File: config.mk
export PLATFORM = sky130hd
export DESIGN_NAME = text_buffer_arbiter
export DESIGN_NICKNAME = d
export VERILOG_FILES = /design/src/rtl/text_buffer_arbiter.sv
export SDC_FILE = /design/constraint.sdc
export NUM_CORES = 1
export LEC_CHECK = 0
export BUFFER_PORTS_ARGS = -buffer_cell sky130_fd_sc_hd__buf_2
export CAP_MARGIN = 5
export CORE_MARGIN = 5
export CORE_UTILIZATION = 45
export DETAILED_ROUTE_END_ITERATION = 10
export PLACE_DENSITY_LB_ADDON = 0.15
export SYNTH_ARGS = -nofsm -noshare
export SYNTH_HDL_FRONTEND = slang
export SYNTH_SLANG_ARGS = --single-unit
File: constraint.sdc
create_clock -name clk -period 2.5 [get_ports clk]
set_clock_uncertainty 0.05 [all_clocks]
set_input_delay 0.25 -clock clk [delete_from_list [all_inputs] [get_ports clk]]
set_output_delay 0.25 -clock clk [all_outputs]
set_load 0.02 [all_outputs]
File: src/rtl/text_buffer_arbiter.sv
// text_buffer_arbiter
//   Shares one single-port text buffer RAM between three users. The RAM is COLS x ROWS
//   characters and returns read data one cycle after it is enabled. The users are:
//     - video character fetch (highest priority, never stalled)
//     - clear-screen engine (fills every cell with one character)
//     - host port (lowest priority)
//   The arbiter grants at most one RAM access per clock.
//
//   Ports
//     clk, rst                   clock; asynchronous active-high reset
//     vid_req/vid_addr           video fetch request, one access per asserted cycle
//     vid_valid/vid_data         video read return, exactly one cycle after vid_req
//     host_req/host_we/host_addr/host_wdata
//                                host request, held stable until host_ack
//     host_ack/host_rdata        host completion pulse; read data is held until the next read ack
//     clr_start/clr_char         start a clear-screen pass with fill character clr_char
//     clr_busy/clr_done          clear in progress / one-cycle completion pulse
//     ram_en/ram_we/ram_addr/ram_wdata/ram_rdata
//                                single-port RAM interface; ram_* outputs are combinational from the grant
//
//   Handshakes
//     video: vid_req in cycle N always wins the RAM. vid_valid pulses in cycle N+1 with the data.
//     host : host_req is a request level that must stay stable until host_ack. The request is
//            granted in the first cycle with no video request and no clear in progress.
//            host_ack pulses in the following cycle. The host is never granted in its own
//            ack cycle, so a level held through the ack is not counted twice.
//     clear: clr_start is sampled only while the engine is idle. clr_busy covers the whole
//            pass, and clr_done pulses once when the pass ends.
//   Addresses at or beyond COLS*ROWS never enable the RAM. Reads to such addresses still
//   complete on schedule and return 0, and writes to them are dropped.
module text_buffer_arbiter #(
  parameter int CHARACTER_SET_COUNT = 20,
  parameter int COLS                = 80,
  parameter int ROWS                = 60,
  parameter int CHAR_W              = $clog2(CHARACTER_SET_COUNT),
  parameter int ADDR_W              = $clog2(COLS * ROWS)
) (
  input  logic              clk,
  input  logic              rst,
  input  logic              vid_req,
  input  logic [ADDR_W-1:0] vid_addr,
  output logic              vid_valid,
  output logic [CHAR_W-1:0] vid_data,
  input  logic              host_req,
  input  logic              host_we,
  input  logic [ADDR_W-1:0] host_addr,
  input  logic [CHAR_W-1:0] host_wdata,
  output logic              host_ack,
  output logic [CHAR_W-1:0] host_rdata,
  input  logic              clr_start,
  input  logic [CHAR_W-1:0] clr_char,
  output logic              clr_busy,
  output logic              clr_done,
  output logic              ram_en,
  output logic              ram_we,
  output logic [ADDR_W-1:0] ram_addr,
  output logic [CHAR_W-1:0] ram_wdata,
  input  logic [CHAR_W-1:0] ram_rdata
);

  localparam int DEPTH = COLS * ROWS;
  // One extra bit keeps the range compare correct even when DEPTH is a power of two.
  localparam logic [ADDR_W:0]   DEPTH_X   = (ADDR_W + 1)'(DEPTH);
  localparam logic [ADDR_W-1:0] LAST_ADDR = ADDR_W'(DEPTH - 1);

  typedef enum logic [1:0] {
    CLR_IDLE = 2'd0,
    CLR_RUN  = 2'd1,
    CLR_DONE = 2'd2
  } clr_state_e;

  clr_state_e        clr_state_q,  clr_state_d;
  logic [ADDR_W-1:0] clr_cnt_q,    clr_cnt_d;
  logic [CHAR_W-1:0] clr_char_q,   clr_char_d;
  logic              vid_valid_q,  vid_valid_d;
  logic              vid_oor_q,    vid_oor_d;
  logic              host_ack_q,   host_ack_d;
  logic              host_rd_q,    host_rd_d;
  logic              host_oor_q,   host_oor_d;
  logic [CHAR_W-1:0] host_rdata_q, host_rdata_d;

  logic vid_in_range, host_in_range;
  logic gnt_vid, gnt_clr, gnt_host;

  assign clr_busy  = (clr_state_q == CLR_RUN);
  assign clr_done  = (clr_state_q == CLR_DONE);
  assign vid_valid = vid_valid_q;
  assign host_ack  = host_ack_q;

  // Grant and RAM drive
  always_comb begin
    vid_in_range  = ({1'b0, vid_addr}  < DEPTH_X);
    host_in_range = ({1'b0, host_addr} < DEPTH_X);
    gnt_vid  = vid_req;
    gnt_clr  = !vid_req && clr_busy;
    gnt_host = !vid_req && !clr_busy && host_req && !host_ack_q;

    ram_en    = 1'b0;
    ram_we    = 1'b0;
    ram_addr  = '0;
    ram_wdata = '0;
    if (gnt_vid) begin
      ram_en   = vid_in_range;
      ram_addr = vid_addr;
    end else if (gnt_clr) begin
      ram_en    = 1'b1;
      ram_we    = 1'b1;
      ram_addr  = clr_cnt_q;
      ram_wdata = clr_char_q;
    end else if (gnt_host) begin
      ram_en    = host_in_range;
      ram_we    = host_in_range && host_we;
      ram_addr  = host_addr;
      ram_wdata = host_wdata;
    end
  end

  // Read returns
  // The RAM output is only meaningful in the cycle after an in-range read. Out-of-range
  // returns are forced to 0. Host read data is captured on its ack so that it stays
  // valid until the next read ack.
  always_comb begin
    vid_data = '0;
    if (vid_valid_q && !vid_oor_q) begin
      vid_data = ram_rdata;
    end

    host_rdata = host_rdata_q;
    if (host_ack_q && host_rd_q) begin
      host_rdata = host_oor_q ? '0 : ram_rdata;
    end
    host_rdata_d = host_rdata;

    vid_valid_d = gnt_vid;
    vid_oor_d   = !vid_in_range;
    host_ack_d  = gnt_host;
    host_rd_d   = gnt_host && !host_we;
    host_oor_d  = !host_in_range;
  end

  // Clear-screen engine
  always_comb begin
    clr_state_d = clr_state_q;
    clr_cnt_d   = clr_cnt_q;
    clr_char_d  = clr_char_q;
    case (clr_state_q)
      CLR_IDLE: begin
        if (clr_start) begin
          clr_state_d = CLR_RUN;
          clr_cnt_d   = '0;
          clr_char_d  = clr_char;
        end
      end
      CLR_RUN: begin
        // The counter only moves on cycles where the clear actually owns the RAM.
        // Video cycles therefore never skip or repeat an address.
        if (gnt_clr) begin
          if (clr_cnt_q == LAST_ADDR) begin
            clr_state_d = CLR_DONE;
          end else begin
            clr_cnt_d = clr_cnt_q + ADDR_W'(1);
          end
        end
      end
      CLR_DONE: begin
        clr_state_d = CLR_IDLE;
      end
      default: begin
        clr_state_d = CLR_IDLE;
      end
    endcase
  end

  always_ff @(posedge clk or posedge rst) begin
    if (rst) begin
      clr_state_q  <= CLR_IDLE;
      clr_cnt_q    <= '0;
      clr_char_q   <= '0;
      vid_valid_q  <= 1'b0;
      vid_oor_q    <= 1'b0;
      host_ack_q   <= 1'b0;
      host_rd_q    <= 1'b0;
      host_oor_q   <= 1'b0;
      host_rdata_q <= '0;
    end else begin
      clr_state_q  <= clr_state_d;
      clr_cnt_q    <= clr_cnt_d;
      clr_char_q   <= clr_char_d;
      vid_valid_q  <= vid_valid_d;
      vid_oor_q    <= vid_oor_d;
      host_ack_q   <= host_ack_d;
      host_rd_q    <= host_rd_d;
      host_oor_q   <= host_oor_d;
      host_rdata_q <= host_rdata_d;
    end
  end

endmodule

; After elaboration in Yosys (flattened, before gate mapping)
; Cells that the tools add are included.
[op_classes]
mux = 23
n_eq_ne = 7
reduce_logical = 20
n_addsub = 1
order_cmp = 2
[ops]
columns = op, n
row1 = 13-bit two-way mux, 6
row2 = 5-bit two-way mux, 6
row3 = "13-bit < comparator, second input constant", 2
row4 = 13-bit case mux with 2 select lines, 1
row5 = "13-bit by 1-bit adder with 13-bit output, second input constant", 1
row6 = "13-bit equality test, second input constant", 1
row7 = 1-bit logical AND, 8
row8 = 1-bit zero test, 7
row9 = 1-bit two-way mux, 6
row10 = 2-bit two-way mux, 3
row11 = "2-bit by 1-bit inequality test with 1-bit output, second input constant", 2
row12 = "2-bit inequality test, second input constant", 2
row13 = 2-bit case mux with 2 select lines, 1
row14 = 4-bit AND reduction, 1
row15 = 3-bit AND reduction, 1
row16 = "2-bit by 1-bit equality test with 1-bit output, second input constant", 1
row17 = "2-bit equality test, second input constant", 1
row18 = 2-bit zero test, 1
row19 = 2-bit AND reduction, 1
row20 = 2-bit nonzero test, 1
[totals]
reg_bits = 30

; Logic depth before layout (Yosys ltp)
; Gate-level depths: netlist of run 1.
[depth]
depth_word = 8
ltp_mapped = 7
depth_no_buf = 5

; Least setup slack after synthesis of run 1
; No wires, ideal clock.
[synth_path]
path_type = register to register
start = reg clr_cnt_q[0]
end = reg clr_cnt_q[9]
stages_incl_launch_ff = 7
path_buffers = 1
setup_ps = 128
t_arrival_ps = 1698
setup_slack_ps = 624
required_ps = 2322
synth_period_minus_slack_ps = 1876
path_cell_list = dfrtp_1 ha_1 and4_1 buf_6 and4_4 nor4_2 mux2_1
[synth_between]
elab_chain_cells = 4
[synth_lines]
columns = item, line
row1 = start: declaration, 73  ; logic [ADDR_W-1:0] clr_cnt_q, clr_cnt_d;
row2 = start signal: assignment, 187  ; clr_cnt_q <= clr_cnt_d;
row3 = 13-bit by 1-bit adder with 13-bit output, 161  ; clr_cnt_d = clr_cnt_q + ADDR_W'(1);
row4 = 13-bit two-way mux, 158  ; if (clr_cnt_q == LAST_ADDR) begin
row5 = 13-bit two-way mux, 157  ; if (gnt_clr) begin
row6 = 13-bit case mux with 2 select lines, 146  ; case (clr_state_q)
; Several ways; a longest one is shown, not always the timed one. The select of a mux whose other input is x is not followed.
; A chain may end at the register's enable or synchronous reset.

; Worst setup path after layout of run 1
[layout_path]
start = reg clr_state_q[1]
end = out ram_we
[layout_between]
elab_chain_cells = 8
[layout_lines]
columns = item, line
row1 = start: declaration, 72  ; clr_state_e clr_state_q, clr_state_d;
row2 = start signal: assignment, 186  ; clr_state_q <= clr_state_d;
row3 = 2-bit by 1-bit equality test with 1-bit output *, 85  ; assign clr_busy = (clr_state_q == CLR_RUN);
row4 = 1-bit zero test, 96  ; gnt_host = !vid_req && !clr_busy && host_req && !host_ack_q;
row5 = 1-bit logical AND (3 in a row), 96
row6 = 1-bit two-way mux, 110  ; end else if (gnt_host) begin
row7 = 1-bit two-way mux *, 105  ; end else if (gnt_clr) begin
row8 = 1-bit two-way mux *, 102  ; if (gnt_vid) begin
row9 = end: declaration, 55  ; output logic ram_we,
; Every way passes the cells marked *; elsewhere a longest branch is shown, timed or not.

==> results.sh, run 1 <==
export IMPL_status="finished clean"
export IMPL_synth_cell_types=40
export IMPL_post_cts_setup_buffer_count=0
export IMPL_vias=1791
export IMPL_start_util_pct=45.79
export IMPL_dieArea_mm2=0.005379
export IMPL_rsz0062_at_grt="false"
export IMPL_grt_overflow_total=0
export IMPL_ys_flop_type="dfrtp_1"
export IMPL_root_buffer="clkbuf_8"
export IMPL_async_flop_share_pct=100.0
export IMPL_maxCapViolCount=0
export IMPL_antenna_cells=0
export IMPL_drt_total_wl_mm=5.015
export IMPL_critical_path_max_fanout=16
export IMPL_path_clk_slew_ns=0.06
export IMPL_vdd_drop_max_uv=468.1
export IMPL_layout_nets=318
export IMPL_clock_latency_ns=0.28
export IMPL_fin_setup_tns_ns=0
export IMPL_grt_pass1_wl_mm=8.183
export IMPL_critPathArrivalTime_ns=1.93
export IMPL_drc=0
export IMPL_syn_instance_count=186
export IMPL_io_buffers=80
export IMPL_worst_pin_slew_ns=0.8839
export IMPL_layout_common_cells="80 x buf_2, 30 x dfrtp_1, 16 x o31ai_1"
export IMPL_yosys_warnings=0
export IMPL_finalSetupViolCount=0
export IMPL_place_hpwl_mm=3.861
export IMPL_netlist_area_leader_share_pct=41.58
export IMPL_synth_compound_area_share_pct=24.67
export IMPL_final_common_cell="buf_2"
export IMPL_leakage_nw=1.196
export IMPL_synthAdderAreaFrac_pct=0.6930
export IMPL_worstReg2RegEnd="clr_cnt_q[9]$_DFFE_PP0P_"
export IMPL_muxShareOfSynthArea_pct=3.742
export IMPL_die_w_um=73.34
export IMPL_fmax_ghz=0.4492
export IMPL_end_kind="output port"
export IMPL_drive_above_1_share_pct=40.96
export IMPL_synth_top_cells_by_area="dfrtp_1 42%, a222oi_1 6.7%, o31ai_1 6.7%"
export IMPL_antenna_found_initial=0
export IMPL_crit_required_ns=2.20
export IMPL_cts_hold_buf=0
export IMPL_synth_largest_area_cell="dfrtp_1"
export IMPL_drtAntennaViolNets=0
export IMPL_h_tree_depth=2
export IMPL_globalRouteMet3Util_pct=3.967
export IMPL_clk_path_buf_depth=2
export IMPL_cts_sinks=30
export IMPL_cts_tree="yes"
export IMPL_grt_start_max_net_pins=24
export IMPL_finalCritPeriodShare_pct=89.05
export IMPL_synth_enable_flop_cells=0
export IMPL_slew_viol_final=0
export IMPL_synth_area_mm2=0.001805
export IMPL_rows=23
export IMPL_die_h_um=73.34
export IMPL_synth_seq_cells=30
export IMPL_slew_headroom_pct=41.01
export IMPL_top_usage_layer="met2"
export IMPL_wl_per_cell_um=15.62
export IMPL_cp_start_kind="flop"
export IMPL_areaGrowthSynthToFinish_pct=30.42
export IMPL_io_pins=81
export IMPL_hp_class="primary input to asynchronous set/reset pin"
export IMPL_synth_xor_area_share_pct=0
export IMPL_gr_usage_met2_pct=30.19
export IMPL_initialDrtViolationCount=104
export IMPL_firstDrtPassIters=5
export IMPL_powerDensity_mw_per_mm2=660.8
export IMPL_grt_pass1_vias=1697
export IMPL_rrSetupSlack_ns=0.49
export IMPL_via_per_inst=5.579
export IMPL_finalHoldViolCount=0
export IMPL_synth_top_family_by_area="compound AO/OA/AOI/OAI gates"
export IMPL_synth_simple_area_share_pct=22.25
export IMPL_crit_type="flop to output port"
export IMPL_syn_num_nets=234
export IMPL_use_met1_pct=27.49
export IMPL_track_usage_pct=19.44
export IMPL_timing_rr_start="clr_cnt_q[0]$_DFFE_PP0P_"
export IMPL_numCtsBuffers=5
export IMPL_core_mm2=0.003943
export IMPL_finalCriticalPeriod_ns=2.226
export IMPL_ys_seq_area_share_pct=41.58
export IMPL_reg2reg_depth=5
export IMPL_synth_area_per_cell_um2=9.707
export IMPL_final_util_pct=59.73
export IMPL_cts_resized=0
export IMPL_gp_congestion=0.8786
flip-flops by register name, indices dropped and copies added (netlist names):
signal,flops
host_ack,1
host_oor_q,1
host_rdata_q,5
vid_oor_q,1
clr_cnt_q,13
clr_state_q,2
clr_char_q,5
vid_valid,1
host_rd_q,1
worst max-delay path by stage:
stage	startpoint	end	slack, ns	depth (start not counted)
after floorplan	clr_cnt_q[0]$_DFFE_PP0P_	clr_cnt_q[9]$_DFFE_PP0P_	0.62	6
after global placement	clr_cnt_q[0]$_DFFE_PP0P_	clr_cnt_q[9]$_DFFE_PP0P_	0.52	5
after detailed placement	clr_cnt_q[0]$_DFFE_PP0P_	clr_cnt_q[9]$_DFFE_PP0P_	0.49	5
after CTS	clr_state_q[1]$_DFFE_PP0P_	ram_en	0.27	7
after global routing	clr_state_q[1]$_DFFE_PP0P_	ram_we	0.16	7
final	clr_state_q[1]$_DFFE_PP0P_	ram_we	0.27	7
cell usage after synthesis, types with 2 or more instances:
cell,instances
mux2_2,5
and4_1,3
o31ai_1,16
nor3b_4,2
nor2_1,5
dfrtp_1,30
o21ai_0,12
buf_4,2
a31oi_1,3
nor2b_1,5
a222oi_1,12
inv_1,15
and2_1,9
buf_2,7
nand2b_1,6
a21oi_1,5
nand3_1,8
a22o_1,5
nand2_1,15
report_power, final:
| part | switching (W) | internal, W | leakage, nW |
|---|---|---|---|
| combinational | 0.000308 | 0.000215 | 0.772 |
| sequential | 0.0000662 | 0.000568 | 0.375 |
| clock | 0.000177 | 0.000222 | 0.0482 |
| total | 0.000552 | 0.00100 | 1.20 |
per-stage QoR:
stage / instances / hold WS, ns / power, W / area, µm² / worst slack, ns
2_1_floorplan: 186 / 0.2314 / 0.0009725 / 1805 / 0.6244
3_3_place_gp: 313 / 0.4249 / 0.001155 / 2263 / 0.5151
3_5_place_dp: 313 / 0.4263 / 0.001167 / 2263 / 0.4916
4_1_cts: 321 / 0.1247 / 0.001567 / 2355 / 0.2678
5_1_grt: 321 / 0.1490 / 0.001654 / 2355 / 0.1551
6_report: 321 / 0.1033 / 0.001556 / 2355 / 0.2739
layer usage:
layer,share of wire (%),vias to the layer above
met3,8.0,5
li1,-,869
met5,0,-
met4,0.96,0
met2,48,69
met1,43,848
critical path: stages, from the launching register on:
cell and delay, ns:
dfrtp_1 0.46, nand2b_1 0.21, inv_4 0.08, nor4b_4 0.23
buf_4 0.27, o21ai_2 0.10, o22ai_2 0.12, buf_2 0.18
area by class of cell:
class | instances | area (µm²)
fillers | 346 | 1588
multi-input cells | 129 | 927.1
repair buffers | 88 | 460.4
well taps | 50 | 62.56
clock buffers | 7 | 86.33
flip-flops and latches | 30 | 750.7
inverters | 16 | 62.56
clock inverters | 1 | 5.005
cell families after synthesis:
group,count (synthesis)
and+or+nand+nor,63
AOI/OAI and AO/OA,59
DFF,30
buffers and inverters,27
muxes,6
adders and majority gates,1
Power figures use the tool's default switching activity.
==> run 2, diff against run 1 <==
--- a/config.mk
+++ b/config.mk
@@ -5,11 +5,13 @@
 export SDC_FILE = /design/constraint.sdc
 export NUM_CORES = 1
 export LEC_CHECK = 0
+export ABC_AREA = 1
 export BUFFER_PORTS_ARGS = -buffer_cell sky130_fd_sc_hd__buf_2
 export CAP_MARGIN = 5
 export CORE_MARGIN = 5
 export CORE_UTILIZATION = 45
 export DETAILED_ROUTE_END_ITERATION = 10
+export GPL_ROUTABILITY_DRIVEN = 0
 export PLACE_DENSITY_LB_ADDON = 0.15
 export SYNTH_ARGS = -nofsm -noshare
 export SYNTH_HDL_FRONTEND = slang
==> run 2 against run 1 <==
  * Utilization rose by 0.62 points
  * Register-to-register slack better by 0.26 ns
  * Cell area grew 4.7%
  * Via count is 11% higher
  * Highest routed layer unchanged
==> results.sh, run 2 <==
export IMPL_status="finished clean"
export IMPL_initialDrtViolationCount=82
export IMPL_cts_resized=0
export IMPL_powerDensity_mw_per_mm2=666.1
export IMPL_synth_seq_cells=30
export IMPL_holdWs_ns=0.09193
export IMPL_wl_per_cell_um=13.50
export IMPL_drc=0
export IMPL_dp_cells=387
export IMPL_firstDrtPassIters=5
export IMPL_start_util_pct=47.34
export IMPL_vdd_drop_max_uv=466.9
export IMPL_critical_path_max_fanout=16
export IMPL_post_cts_setup_buffer_count=0
export IMPL_end_kind="output port"
export IMPL_drive_above_1_share_pct=32.37
export IMPL_slew_viol_final=0
export IMPL_track_usage_pct=19.80
export IMPL_synth_top_cells_by_area="dfrtp_1 39%, nand2_1 17%, inv_1 6.8%"
export IMPL_largest_reg_flops=13
export IMPL_antenna_cells=0
export IMPL_clk_path_buf_depth=2
export IMPL_clock_latency_ns=0.28
export IMPL_root_buffer="clkbuf_8"
export IMPL_cts_tree="yes"
export IMPL_crit_required_ns=2.20
export IMPL_slew_headroom_pct=74.54
export IMPL_core_mm2=0.004086
export IMPL_layout_common_cells="86 x nand2_1, 80 x buf_2, 35 x inv_1"
export IMPL_crit_slowest_cell="dfrtp_1"
export IMPL_synth_top_family_by_area="simple AND/OR/NAND/NOR gates"
export IMPL_grt_overflow_total=0
export IMPL_layout_nets=393
export IMPL_finalCriticalPeriod_ns=2.197
export IMPL_fill_cells=407
export IMPL_worst_pin_slew_ns=0.3819
export IMPL_critPathArrivalTime_ns=1.90
export IMPL_crit_chain="inv_2 -> nor2_4 -> nand2_2 -> inv_1 -> a22o_1 -> buf_2"
export IMPL_reg_top3="clr_cnt_q x13, clr_char_q x5, host_rdata_q x5"
export IMPL_hp_class="primary input to flop"
export IMPL_synth_compound_area_share_pct=12.74
export IMPL_drt_total_wl_mm=5.347
export IMPL_die_h_um=75.57
export IMPL_synth_simple_area_share_pct=34.15
export IMPL_h_tree_depth=2
export IMPL_areaGrowthSynthToFinish_pct=27.49
export IMPL_synthAdderAreaFrac_pct=0.6468
export IMPL_cp_slowest_stage_delay_ns=0.38
export IMPL_ys_seq_area_share_pct=38.81
export IMPL_antenna_found_initial=0
export IMPL_syn_instance_count=262
export IMPL_grt_pass1_wl_mm=8.514
export IMPL_synth_xor_area_share_pct=0.4528
export IMPL_cp_start_kind="flop"
export IMPL_ys_flop_type="dfrtp_1"
export IMPL_syn_num_nets=310
export IMPL_path_clk_slew_ns=0.07
export IMPL_rsz0062_at_grt="false"
export IMPL_fin_setup_tns_ns=0
export IMPL_synth_area_mm2=0.001934
export IMPL_rows=23
export IMPL_io_pins=81
export IMPL_synth_largest_area_cell="dfrtp_1"
export IMPL_top_register="clr_cnt_q"
export IMPL_synth_enable_flop_cells=0
export IMPL_finalCritPeriodShare_pct=87.88
export IMPL_synth_common_cells="86 x nand2_1, 35 x inv_1, 30 x dfrtp_1"
export IMPL_synth_cell_types=32
export IMPL_final_common_cell="nand2_1"
export IMPL_place_hpwl_mm=4.219
export IMPL_final_cells=396
export IMPL_grt_pass1_vias=1878
export IMPL_synth_area_per_cell_um2=7.383
export IMPL_final_cell_area_mm2=0.002466
export IMPL_muxShareOfSynthArea_pct=2.329
export IMPL_via_per_inst=5.000
export IMPL_die_w_um=75.57
export IMPL_netlist_area_leader_share_pct=38.81
export IMPL_io_buffers=80
export IMPL_rrSetupSlack_ns=0.75
export IMPL_dieArea_mm2=0.005710
export IMPL_cts_sinks=30
export IMPL_fmax_ghz=0.4552
export IMPL_finalSetupViolCount=0
export IMPL_maxCapViolCount=0
export IMPL_drtAntennaViolNets=0
export IMPL_async_flop_share_pct=100.0
export IMPL_yosys_warnings=0
export IMPL_vias=1980
export IMPL_finalHoldViolCount=0
export IMPL_numCtsBuffers=5
export IMPL_crit_type="flop to output port"
export IMPL_grt_start_max_net_pins=30
export IMPL_place_area_mm2=0.002347
export IMPL_leakage_nw=1.332
export IMPL_yosysMostFrequentCell="nand2_1"
-- run 2: cell count changes after synthesis, sizes merged, moves of 4 or more --
cell / before / now
a222oi: 12 / 0
and2: 9 / 0
and4: 4 / 0
buf: 10 / 6
inv: 16 / 40
nand2: 16 / 89
nand2b: 6 / 0
nand3: 8 / 20
nand4: 1 / 5
nor2: 6 / 28
nor2b: 5 / 0
o211ai: 0 / 4
o221ai: 0 / 6
o31ai: 16 / 5
-- run 2: worst paths after layout --
path,from,end,cells after the start
min,host_we,host_rd_q$_DFF_PP0_,2
min reg2reg,host_rdata_q[2]$_DFF_PP0_,host_rdata_q[2]$_DFF_PP0_,2
max in group asynchronous,rst,clr_cnt_q[4]$_DFFE_PP0P_,4
max,clr_state_q[0]$_DFFE_PP0P_,ram_wdata[3],6
max reg2reg,clr_state_q[0]$_DFFE_PP0P_,clr_cnt_q[11]$_DFFE_PP0P_,9
min in group asynchronous,rst,host_rdata_q[1]$_DFF_PP0_,3
-- run 2: through the flow --
stage | power, W | utilization, % | worst slack (ns)
6_report | 0.001643 | 60.35 | 0.3031
5_1_grt | 0.001748 | 60.35 | 0.1465
4_1_cts | 0.001666 | 60.35 | 0.2831
3_5_place_dp | 0.001175 | 57.44 | 0.6032
3_3_place_gp | 0.001168 | 57.44 | 0.6497
2_1_floorplan | 0.001014 | - | 0.9080
-- run 2: layout make-up --
class | count | area [µm²] | area share, %
multi-input combinational | 186 | 973.4 | 39.47
sequential | 30 | 750.7 | 30.44
timing repair buffer | 82 | 417.9 | 16.95
inverter | 40 | 152.6 | 6.190
clock buffer | 5 | 68.82 | 2.790
tap | 50 | 62.56 | 2.537
clock inverter | 3 | 40.04 | 1.624
-- run 2: worst max-delay path, delay by kind of cell (launching register included) --
kind / cells / cell delay [ns]
AOI/OAI and AO/OA: 1 / 0.18
buffers and inverters: 3 / 0.51
and+or+nand+nor: 2 / 0.54
DFF: 1 / 0.38
-- run 2: what timing repair did --
action                                 4_1_cts  5_1_grt
setup endpoints to repair                    0        0
endpoints found under the hold margin        1        0
hold buffers                                 1        0
-- run 2: logic make-up (layout without fill, tap and decap cells) --
logic type | Yosys count | count (layout)
and+or+nand+nor | 144 | 144
buffers and inverters | 46 | 130
AOI/OAI and AO/OA | 36 | 36
DFF | 30 | 30
muxes | 4 | 4
adders and majority gates | 1 | 1
xor gates and xnor gates | 1 | 1
-- run 2: routing by layer --
metal | part of all wire [%] | vias to the layer above | wire length (µm) | global-route usage, %
met4 | 0.75 | 0 | 40 | 5.243
li1 | - | 1016 | - | -
met5 | 0 | - | 0 | 0
met1 | 44 | 881 | 2369 | 26.66
met3 | 9.7 | 4 | 519 | 6.464
met2 | 45 | 79 | 2416 | 30.78
-- run 2: report_power, final --
group / switching (W) / internal [W]
Sequential: 0.0000577 / 0.000569
Clock: 0.000188 / 0.000293
Combinational: 0.000342 / 0.000193
Total: 0.000587 / 0.00106
